**src/rtl/cla_seq_adder_ctrl.sv**
```systemverilog
// cla_seq_adder_ctrl: WIDTH-bit add/subtract built from one 4-bit carry
// look-ahead slice reused over WIDTH/4 cycles. Operands are latched on start,
// one nibble per cycle goes through the slice, and the slice carry-out is
// registered as the next carry-in. Sub is a + ~b + 1, with the +1 injected
// as the initial carry.
module cla_seq_adder_ctrl #(
    parameter int unsigned WIDTH = 32
) (
    input  logic             clk,
    input  logic             reset_n,
    input  logic             start,
    input  logic             sub,
    input  logic [WIDTH-1:0] a,
    input  logic [WIDTH-1:0] b,
    output logic             busy,
    output logic             done,
    output logic [WIDTH-1:0] sum,
    output logic             co,
    output logic             ov
);

    localparam int unsigned NSL = WIDTH / 4;
    localparam int unsigned CW  = (NSL > 1) ? $clog2(NSL) : 1;

    typedef enum logic [1:0] {
        IDLE,
        RUN,
        DONE
    } state_t;

    state_t           state_q, state_d;
    logic [WIDTH-1:0] a_q, a_d;
    logic [WIDTH-1:0] b_q, b_d;
    logic [WIDTH-1:0] acc_q, acc_d;
    logic [WIDTH-1:0] sum_q, sum_d;
    logic [CW-1:0]    cnt_q, cnt_d;
    logic             carry_q, carry_d;
    logic             co_q, co_d;
    logic             ov_q, ov_d;

    // 4-bit CLA slice on the low nibble of the operand shift registers
    logic [3:0] g, p, nib;
    logic       c1, c2, c3, c4;

    assign g  = a_q[3:0] & b_q[3:0];
    assign p  = a_q[3:0] ^ b_q[3:0];
    assign c1 = g[0] | (p[0] & carry_q);
    assign c2 = g[1] | (p[1] & g[0]) | (p[1] & p[0] & carry_q);
    assign c3 = g[2] | (p[2] & g[1]) | (p[2] & p[1] & g[0])
              | (p[2] & p[1] & p[0] & carry_q);
    assign c4 = g[3] | (p[3] & g[2]) | (p[3] & p[2] & g[1])
              | (p[3] & p[2] & p[1] & g[0])
              | (p[3] & p[2] & p[1] & p[0] & carry_q);
    assign nib = p ^ {c3, c2, c1, carry_q};

    // Register update with synchronous active-low reset
    always_ff @(posedge clk) begin
        if (!reset_n) begin
            state_q <= IDLE;
            a_q     <= '0;
            b_q     <= '0;
            acc_q   <= '0;
            sum_q   <= '0;
            cnt_q   <= '0;
            carry_q <= 1'b0;
            co_q    <= 1'b0;
            ov_q    <= 1'b0;
        end else begin
            state_q <= state_d;
            a_q     <= a_d;
            b_q     <= b_d;
            acc_q   <= acc_d;
            sum_q   <= sum_d;
            cnt_q   <= cnt_d;
            carry_q <= carry_d;
            co_q    <= co_d;
            ov_q    <= ov_d;
        end
    end

    // Next-state and datapath sequencing: accept, run slices, complete
    always_comb begin
        state_d = state_q;
        a_d     = a_q;
        b_d     = b_q;
        acc_d   = acc_q;
        sum_d   = sum_q;
        cnt_d   = cnt_q;
        carry_d = carry_q;
        co_d    = co_q;
        ov_d    = ov_q;
        unique case (state_q)
            IDLE, DONE: begin
                if (start) begin
                    a_d     = a;
                    b_d     = sub ? ~b : b;
                    carry_d = sub;
                    cnt_d   = '0;
                    state_d = RUN;
                end else begin
                    state_d = IDLE;
                end
            end
            RUN: begin
                // Nibbles enter at the top so slice 0 ends up in the LSBs
                acc_d   = {nib, acc_q[WIDTH-1:4]};
                a_d     = {4'b0000, a_q[WIDTH-1:4]};
                b_d     = {4'b0000, b_q[WIDTH-1:4]};
                carry_d = c4;
                cnt_d   = cnt_q + CW'(1);
                if (cnt_q == CW'(NSL - 1)) begin
                    sum_d   = {nib, acc_q[WIDTH-1:4]};
                    co_d    = c4;
                    ov_d    = c3 ^ c4;
                    state_d = DONE;
                end
            end
            default: state_d = IDLE;
        endcase
    end

    assign busy = (state_q == RUN);
    assign done = (state_q == DONE);
    assign sum  = sum_q;
    assign co   = co_q;
    assign ov   = ov_q;

endmodule
```
**config.mk**
```make
export PLATFORM = sky130hd
export DESIGN_NAME = cla_seq_adder_ctrl
export DESIGN_NICKNAME = d
export VERILOG_FILES = /design/src/rtl/cla_seq_adder_ctrl.sv
export SDC_FILE = /design/constraint.sdc
export NUM_CORES = 1
export LEC_CHECK = 0
export BUFFER_PORTS_ARGS = -buffer_cell sky130_fd_sc_hd__buf_2
export CAP_MARGIN = 0
export CELL_PAD_IN_SITES_DETAIL_PLACEMENT = 1
export CELL_PAD_IN_SITES_GLOBAL_PLACEMENT = 2
export CORE_UTILIZATION = 31
export CTS_BUF_LIST = sky130_fd_sc_hd__clkbuf_4
export DETAILED_ROUTE_END_ITERATION = 10
export PLACE_DENSITY_LB_ADDON = 0.2
export SLEW_MARGIN = 0
export SYNTH_ARGS = -nofsm -noshare
export SYNTH_HDL_FRONTEND = slang
export SYNTH_SLANG_ARGS = --single-unit
export TNS_END_PERCENT = 10
```
**constraint.sdc**
```tcl
create_clock -name clk -period 1.4 [get_ports clk]
set_input_delay 0.28 -clock clk [delete_from_list [all_inputs] [get_ports clk]]
set_output_delay 0.28 -clock clk [all_outputs]
set_load 0.03 [all_outputs]
```
==> results.md <==
* Status: finished with violations
* Failing checks: setup timing
* Slew Limit Fails at 0
* Storage element area at around 2700 um^2
* Worst slack at placement at -0.101 ns
* Via density per instance at roughly 4.8
* Mapped Nets at between 600 and 700
* Total number of vias at ~4800
* Routability cong. at roughly 0.77
* Design Power at ~8 mW
* Total CTS buffers at 17
* Sequential fraction of the synthesis area at 0.474
* Clock skew at ~0.014 ns
* RSZ-0062 raised after global routing: yes
* Static leakage at 3.02 nW
* Layout cells sized above 1 at 0.326
* DRT iter0 DRCs at 269
* Yosys warns at 0
* Wire length of the first global-routing pass at between 20000 and 25000 um
* Crit path capture type: flop
* Mux contribution to synthesized area at 0.00180
* Clk pwr share at 0.338
* ANT nets after route at 0
* Final min period at around 1.6 ns
* Post-synth EDFFs at 0
* CTS tree: built
* Worst setup margin at -0.201 ns
* Total GRT Usage at 0.170
* PortBufs at around 100
* Largest family of logic cells by synthesized area: compound AO/OA/AOI/OAI gates
* Critical R2R Capture: b_q[29]
* Number of distinct library cells after synthesis at 34
* Total Nets Final at around 830
* Setup CP Type: reg -> reg
* Placed Cells at 925
* Async SR Flop Fraction at 0
* Synth top cells by count: nand2_1, dfxtp_1, a21boi_0
* Clk buf depth at 2
* Final setup viols at 76
* Reg clk slew, reported paths at 0.11 ns
* Int Pwr at between 5 and 6 mW
* Min-delay worst type: in -> reg
* Top-area cell type share of the netlist area at 0.474
* Worst setup SP type: flop
* Reg2Reg Depth at 9
* Clock Sinks at ~130
* Simple-gate share of the synthesized area at 0.142
* Die Y at around 140 um
* Mapped cell area at roughly 5600 um^2
* Routed WL at about 16000 um
* Ys flop type: dfxtp_1
* Setup_tns at -7.29 ns
* P&R area growth vs syn at 38.4%
* Net Sw Frac at 0.268
* WHS at a little under 0.03 ns
* Finished Layout Cells at roughly 1000
* # fillers at approximately 2000
* Residual DRC count at 0
* Maxcap violations at 0
* #FFs+latches synth at ~130
* CORE AREA at 17400 um^2
* Overflow left after global routing at 0
* Syn Area/Cell at around 9 um^2
* Chip Width at 136 um
* Drt pass-1 iters at 4
* Largest net degree at the start of global routing at 46
* Ports at approximately 100
* Die Footprint at approximately 19000 um^2
* Vias in the first global route at ~5000
* Worst VDD drop at ~500 uV
* Combinational share of power at 0.158
* Slew headroom at 0.775
* Post-synthesis compound-gate area fraction at 0.261
* Tcrit/Tclk final at 1.14
* Synth Area in Adders at 0.0171
* R2R Path Start: state_q[1]
* Root buffer selected by CTS: clkbuf_4
* Cell depth of the worst hold path at 3
* Crit path max fanout at 16
* Hold endpoint: a_q[8]
* Largest area contributor in the netlist: dfxtp_1
* Crit path DAT at roughly 2.1 ns
* H-tree levels at 4
* Post-Synth XOR/XNOR Area at 0.0534
* Reg power frac at 0.504
* Switch Pwr at between 2 and 2.5 mW
* Worst Path Required at approximately 1.9 ns
* Most common cell in the synthesized netlist: nand2_1
* DR WL/cell at 15.7 um
* Clk Latency, worst-skew pair at ~0.54 ns
* Hold Startpoint: a[8]
* Initial antenna violation count at 1
* Synth area leaders: dfxtp_1, nand2_1, a21boi_0
* FP Rows at 48
* Post-Synthesis Cells at about 620
* Power Density at just over 1000 nW/um^2
* FF-to-FF setup slack at -0.20 ns
* Area occupied by multi-input gates at 2870 um^2
* Starting Density at 0.320
* Worst slew pin tran at roughly 0.34 ns
* Post-DP HPWL at 9750 um
* Peak Freq at about 0.62 GHz
* Hold Violations, Final at 0
-- placed cells by master, fill, tap and decap left out, types with 2 or more instances in the layout --
cell type,count
a211oi_4,2
a21boi_0,18
a21boi_1,85
a21boi_2,7
a21oi_1,4
a22oi_1,64
a22oi_2,2
buf_12,15
buf_2,67
buf_4,25
buf_6,29
buf_8,3
bufinv_16,3
clkbuf_16,4
clkbuf_4,21
clkinv_2,5
dfxtp_1,93
dfxtp_2,37
dfxtp_4,2
dlygate4sd3_1,22
ha_4,4
inv_1,5
nand2_1,164
nand2_4,4
nand3_1,4
nor2_1,4
nor2_4,2
nor2b_1,11
o211a_1,2
o21a_1,2
o21ai_1,3
o21ai_2,2
o31ai_2,2
xnor2_2,2
xor2_1,32
-- area by class of cell --
cell class / count / area share
Multi-Input combinational cell: 433 / 0.372
Sequential cell: 132 / 0.350
Timing Repair Buffer: 166 / 0.200
Tap cell: 225 / 0.0365
Clock buffer: 21 / 0.0204
Clock inverter: 11 / 0.0175
Inverter: 6 / 0.00324
Antenna cell: 1 / 0.000324
-- registers in the layout (all words and copies together), names as in the netlist --
signal   count
a_q         32
b_q         32
sum         32
acc_q       28
cnt_q        3
state_q      2
carry_q      1
co           1
ov           1
-- cell families (layout without fill, tap and decap cells) --
kind of cell | count (synthesis) | after routing
AO/OA/AOI/OAI | 196 | 196
AND/OR/NAND/NOR | 195 | 195
flip-flops | 132 | 132
buffers and inverters | 57 | 204
XOR/XNOR | 34 | 34
adder cells (fa/ha/maj) | 7 | 7
multiplexers | 1 | 1
other | 0 | 1
-- critical path, cell delays in order (launching register included) --
cell	delay (ns)
dfxtp_2	0.34
nand2b_4	0.13
inv_4	0.04
buf_4	0.13
buf_8	0.13
nor2_4	0.21
buf_12	0.17
clkbuf_16	0.18
a22oi_1	0.09
nor2b_1	0.11
-- per-layer routing --
metal,share of wire,track usage
met5,0,0
met4,0.013,0.0599
met3,0.031,0.0466
met2,0.49,0.284
met1,0.47,0.208
-- power groups by stage --
stage | registers, mW | clock network, mW | logic [mW]
detailed placement | 4.10 | 0 | 0.979
CTS | 4.02 | 2.80 | 1.09
global placement | 4.09 | 0 | 0.953
finish | 4.02 | 2.70 | 1.26
floorplan | 4.06 | 0 | 0.618
global route | 4.04 | 2.98 | 1.37
-- what timing repair did --
action,4_1_cts,5_1_grt
pin swaps,8,59
hold endpoints to repair,18,4
hold buffers,18,4
setup endpoints to repair,72,134
gates resized for setup,75,139
setup buffers,2,7
gates cloned,2,4
-- worst max-delay path by stage --
stage / to / from / cells after the start
CTS: busy / state_q[1] / 4
global route: busy / state_q[1] / 4
floorplan: carry_q / b_q[0] / 5
detailed placement: carry_q / b_q[0] / 5
finish: b_q[29] / state_q[1] / 9
global placement: carry_q / b_q[0] / 5
-- per-stage QoR --
step | cell area (um^2) | utilization
after floorplan | 5580 | -
after global placement | 6450 | 0.370
after detailed placement | 6450 | 0.370
after CTS | 7210 | 0.414
after global routing | 7710 | 0.443
final | 7710 | 0.443
Note: power is estimated with default switching activity, not from simulation.
